**src/rtl/pbl_pkg.sv**
```systemverilog
// Shared definitions for the program-control blocks: instruction address width,
// the address type used by the PC and return stack, and the default stack depth.
package pbl_pkg;

    localparam int INSTR_ADDR_SIZE = 5;
    localparam int RET_STACK_DEPTH = 8;

    typedef logic [INSTR_ADDR_SIZE-1:0] instr_addr_t;

endpackage

```
**src/rtl/ret_stack.sv**
```systemverilog
// Return-address stack for the PC: pushes instr_addr+1 on call, pops on ret,
// and presents the top entry combinationally so the PC loads it on the ret edge.
module ret_stack #(
    parameter int INSTR_ADDR_SIZE = pbl_pkg::INSTR_ADDR_SIZE,
    parameter int STACK_DEPTH     = pbl_pkg::RET_STACK_DEPTH
) (
    input  logic                               clk,
    input  logic                               rst,
    input  logic                               call,
    input  logic                               ret,
    input  logic [INSTR_ADDR_SIZE-1:0]         instr_addr,
    output logic [INSTR_ADDR_SIZE-1:0]         ret_addr,
    output logic                               empty,
    output logic                               full,
    output logic [$clog2(STACK_DEPTH+1)-1:0]   level,
    output logic                               overflow,
    output logic                               underflow
);

    localparam int LW = $clog2(STACK_DEPTH + 1);
    localparam int PW = $clog2(STACK_DEPTH);

    // call and ret are single-cycle strobes with no backpressure: each cycle
    // either is high it is consumed at the next posedge; call wins over ret.

    logic [INSTR_ADDR_SIZE-1:0] mem [STACK_DEPTH];
    logic [INSTR_ADDR_SIZE-1:0] link;
    logic [PW-1:0]              wr_idx;
    logic [PW-1:0]              top_idx;
    logic                       push;

    assign link    = instr_addr + INSTR_ADDR_SIZE'(1);
    assign wr_idx  = PW'(level);
    assign top_idx = PW'(level - LW'(1));
    assign push    = call && !full;

    always_ff @(posedge clk) begin
        if (rst) begin
            level     <= '0;
            overflow  <= 1'b0;
            underflow <= 1'b0;
        end else if (call) begin
            if (!full) begin
                level <= level + LW'(1);
            end else begin
                overflow <= 1'b1;
            end
        end else if (ret) begin
            if (!empty) begin
                level <= level - LW'(1);
            end else begin
                underflow <= 1'b1;
            end
        end
    end

    // Entries are never cleared; level alone defines what is live.
    always_ff @(posedge clk) begin
        if (!rst && push) begin
            mem[wr_idx] <= link;
        end
    end

    assign empty    = (level == LW'(0));
    assign full     = (level == LW'(STACK_DEPTH));
    assign ret_addr = empty ? '0 : mem[top_idx];

endmodule
```
**config.mk**
```make
export PLATFORM = sky130hd
export DESIGN_NAME = ret_stack
export DESIGN_NICKNAME = d
export VERILOG_FILES = /design/src/rtl/pbl_pkg.sv /design/src/rtl/ret_stack.sv
export SDC_FILE = /design/constraint.sdc
export NUM_CORES = 1
export LEC_CHECK = 0
export BUFFER_PORTS_ARGS = -buffer_cell sky130_fd_sc_hd__buf_2
export CORE_MARGIN = 2
export CORE_UTILIZATION = 40
export CTS_BUF_LIST = sky130_fd_sc_hd__clkbuf_2
export DETAILED_ROUTE_END_ITERATION = 10
export PLACE_DENSITY = 0.67
export SYNTH_ARGS = -nofsm -noshare
export SYNTH_HDL_FRONTEND = slang
export SYNTH_SLANG_ARGS = --single-unit
```
**constraint.sdc**
```tcl
create_clock -name clk -period 3.74 [get_ports clk]
set_input_delay 0.561 -clock clk [delete_from_list [all_inputs] [get_ports clk]]
set_output_delay 0.561 -clock clk [all_outputs]
set_load 0.1 [all_outputs]
```
==> Word level (Yosys, flattened, before mapping) <==
Memory sizes are Yosys's and may differ from the RTL's.
Cells that the tools add are included.
{ "totals": {"n_memories": 1, "word_cells": 27, "ramBits": 40, "register_bits": 6} }
{ "classes": {"eq_ne": 3, "addsub": 3, "mux": 7, "reduce_logical": 9, "n_bitwise": 1} }
{ "mem_list": {"columns": ["memory", "depth", "width", "read_ports", "rd_ports_with_merged_regs", "write_ports", "line_no", "rtl"], "rows": [
  ["mem", 8, 5, 1, 0, 1, "ret_stack.sv:26", "logic [INSTR_ADDR_SIZE-1:0] mem [STACK_DEPTH];"]
]} }
{ "ops": {"columns": ["op", "count"], "rows": [
  ["4-bit 2-to-1 mux", 4],
  ["3-bit AND reduction", 2],
  ["5-bit by 1-bit adder with 5-bit output (second input constant)", 1],
  ["5-bit 2-to-1 mux", 1],
  ["4-bit by 1-bit adder with 4-bit output (second input constant)", 1],
  ["4-bit equality test (second input constant)", 1],
  ["4-bit zero test", 1],
  ["2-bit != test (second input constant)", 2],
  ["4-bit by 1-bit subtractor with 4-bit output (second input constant)", 1],
  ["1-bit logical AND", 2],
  ["1-bit zero test", 2],
  ["1-bit 2-to-1 mux", 2],
  ["2-bit AND reduction", 1],
  ["2-bit nonzero test", 1],
  ["1-bit NOT", 1]
]} }

==> Longest topological paths before layout <==
{ "depth": {"word_depth": 6, "mapped_depth": 7, "depth_no_buf": 6} }

==> Worst setup path before layout <==
No wires, ideal clock.
{ "synth_path": {"path_kind": "flip-flop to output port", "from": "register level[0]", "to": "output port ret_addr[0]", "arrival_ns": 2.939, "stages_incl_launch_ff": 7, "required_time_ns": 3.179, "setup_slack_ns": 0.240, "path_buffers": 1, "path_cell_list": "dfxtp_1 > inv_1 > ha_1 > clkbuf_1 > mux4_2 > o21ai_0 > nand2_1"} }
{ "synth_between": {"elab_chain_len": 3, "word_cells_on_any_way": 4, "cone_classes": "add/sub: 1; mux: 1; reduce/logical: 1; memory: 1"} }
{ "synth_lines": {"columns": ["item", "line_no", "rtl"], "rows": [
  ["start: declaration", "ret_stack.sv:15", "output logic [$clog2(STACK_DEPTH+1)-1:0] level,"],
  ["start signal: assignment", "ret_stack.sv:44", "level <= level + LW'(1);"],
  ["start signal: assignment", "ret_stack.sv:50", "level <= level - LW'(1);"],
  ["4-bit by 1-bit subtractor with 4-bit output", null, null],
  ["memory 8 x 5 bit", null, null],
  ["5-bit 2-to-1 mux (*)", "ret_stack.sv:66", "assign ret_addr = empty ? '0 : mem[top_idx];"],
  ["end: declaration", "ret_stack.sv:12", "output logic [INSTR_ADDR_SIZE-1:0] ret_addr,"]
]} }
Mark *: on every way between the ends. The rest lies on a longest branch, timed or not.

==> Worst setup path in the final report <==
{ "layout_path": {"from": "register level[0]", "to": "output port ret_addr[3]"} }
The elaborated chain is that of the path after synthesis.

==> impl_metrics.toml <==
[drt]
drc = 0
wl_per_cell_um = 16.7
viasPerCell = 5.25
route.met2.wl_mm = 1.80
drtIter0Drc = 76
vias = 1171
ant_nets = 0
wl_met1_mm = 1.67
wl_met3_um = 174
drt-total-wl_mm = 3.72
first_pass_iters = 4
top_layer = "met4"

[setup_path]
crit_start = "level[0]"
cp-start-kind = "flop"
max_stage_delay_ps = 610
cp_num_cells = 7
critPathArrivalTime_ps = 2680
crit_fanout = 16
r2r_slack_ps = 1110
path_class = "reg -> out"
timing.rr.start = "level[0]"
crit_path_cell_trace = "buf_4 -> inv_1 -> ha_1 -> mux4_2 -> o21ai_0 -> nand2_1 -> buf_2"
endpoint = "ret_addr[3]"
cp_slowest_cell = "ha_1"
reg2reg_depth = 7
rr_endpoint = "mem[6][3]"
crit_family = "buffers and inverters"
required_ps = 3180
endpoint_kind = "primary output"
cp.buffers_inverters = 3

[cts]
clk_pin_slew_worst_paths_ps = 210
cts_buffer_depth = 2
clkLatencyLatePin_ps = 400
cts_tree = "yes"
h-tree-depth = 2
cts_setup_buffers = 0
post_cts_resized = 0
clock_sinks = 46
cts_buffers = 5
cts_hold_buf = 0
cts.root.buffer_cell = "clkbuf_2"

[synth]
ys_async_sr_fraction_pct = 0
ys_ff_latch = 46
synth_area_um2 = 2020
synthesis.area_per_instance_um2 = 15.4
synth_most_common_cell = "edfxtp_1"
synthFlopType = "edfxtp_1"
yosysWarnings = 0
synth_cell_types = 31
synth_top_area_share_pct = 59.4
seq_area_frac_synth_pct = 65.3
synth_commonest_cells = "40 x edfxtp_1, 14 x nor2_1, 10 x o21ai_0"
synth-edff-count = 40
synth_nets = 144
synth_top_cell_by_area = "edfxtp_1"
synth_area_leaders = "edfxtp_1 59%, mux4_2 10%, dfxtp_1 5.9%, nor2_1 2.6%, xnor2_1 2.6%"
syn_inst = 131

[global_route]
grt_overflow = 0
antenna_found_initial = 0
grt_max_degree = 17
grt_pass1_wl_mm = 5.91
grt_pass1_vias = 1185
grt_use_total_pct = 15.2

[min_path]
hp-class = "in -> reg"

[die]
rows = 25
die_w_um = 75.1
core_area_um2 = 4790
io_pins = 22
die_y_um = 75.1
start_util_pct = 42.3
dieArea_um2 = 5640

[timing]
rsz0062_at_grt = "no"
final-setup-viol-count = 0
fin_crit_sh_pct = 86.6
hold_slack_ps = 405
skew_ps = 5.18
worst_pin_slew_ps = 673
max-slew-margin-rel_pct = 54.8
max_freq_mhz = 309
slew_violations = 0
setup_tns_ps = 0
final.min_clock_period_ps = 3240
hold_viol_final = 0

[final_layout]
nets = 168
n_antenna_cell = 0
syn_to_final_growth_pct = 11.4
drive_gt1_share_pct = 28.8

[job]
cap_violations = 0

[placed_design]
dpl.hpwl_mm = 2.70
portBuffers = 21
routabilityCongestion = 0.763

[status]
status = "complete, no violations"
==> state kept, by name, summed over array words and instances, names as in the netlist <==
signal / flops
level: 4
mem: 40
overflow: 1
underflow: 1
==> worst min path at each step <==
stage | start | endpoint | slack, ps | cells past startpoint
after floorplan | rst | level[3] | 630 | 1
after global placement | underflow | underflow | 450 | 2
after detailed placement | overflow | overflow | 450 | 2
after CTS | rst | level[3] | 380 | 2
after global routing | rst | level[1] | 340 | 2
final | rst | overflow | 410 | 2
==> cell usage in the layout (no fill, tap or decap) <==
cell type / synthesis / routed
a211oi_1: 1 / 1
a21o_1: 1 / 1
a21oi_1: 4 / 4
a311oi_1: 1 / 1
a31oi_1: 1 / 1
and2_1: 1 / 1
and2_4: 1 / 1
and2b_1: 1 / 1
and2b_4: 1 / 1
buf_2: 2 / 21
buf_4: 1 / 1
bufinv_16: 0 / 1
clkbuf_2: 0 / 6
clkinvlp_4: 0 / 1
dfxtp_1: 6 / 6
edfxtp_1: 40 / 40
ha_1: 4 / 4
inv_1: 4 / 4
mux2i_1: 2 / 2
mux4_1: 1 / 1
mux4_2: 9 / 9
nand2_1: 7 / 7
nand3_1: 2 / 2
nor2_1: 14 / 14
nor3_2: 2 / 2
o21ai_0: 10 / 10
o31ai_1: 1 / 1
or2b_1: 2 / 2
or4_1: 1 / 1
or4_4: 2 / 2
xnor2_1: 6 / 6
xor2_1: 1 / 1
==> logic make-up after synthesis <==
family / Yosys count / synth area share [%]
compound gates: 19 / 5.32
xor+xnor: 7 / 3.03
fa+ha+maj: 4 / 2.47
buf+inv: 9 / 2.35
flops: 46 / 65.3
mux: 12 / 12.3
simple gates: 34 / 9.22
==> per-stage QoR <==
| stage | instances | setup WS, ps | area, um^2 | util [%] |
|---|---|---|---|---|
| 2_1_floorplan | 131 | 240 | 2020 | - |
| 3_3_place_gp | 215 | 1010 | 2190 | 45.7 |
| 3_5_place_dp | 215 | 927 | 2190 | 45.7 |
| 4_1_cts | 223 | 422 | 2250 | 47.1 |
| 5_1_grt | 223 | 272 | 2250 | 47.1 |
| 6_report | 223 | 500 | 2250 | 47.1 |
==> cell type report <==
type / instances / area (um^2)
multi-input combinational: 76 / 654
clock buffer: 6 / 30.0
fill: 418 / 2530
clock inverter: 2 / 37.5
tap: 67 / 83.8
inverter: 4 / 15.0
sequential: 46 / 1320
timing repair buffer: 22 / 113
==> worst reg2reg max path, stage by stage, from the launching register on <==
cell and delay, ps:
dfxtp_1 360, buf_4 260, inv_1 140, ha_1 270
and2b_4 200, and2_4 190, or4_4 450, nor2_1 440
==> metal layers <==
metal / vias to the layer above / track usage, %
met2: 32 / 24.7
met4: 0 / 6.55
met1: 585 / 19.0
met3: 9 / 4.42
li1: 545 / -
met5: - / 0
Power is left out: the tool's default activity adds up to more than one toggle a clock period on the data nets, which glitch-free logic cannot reach.
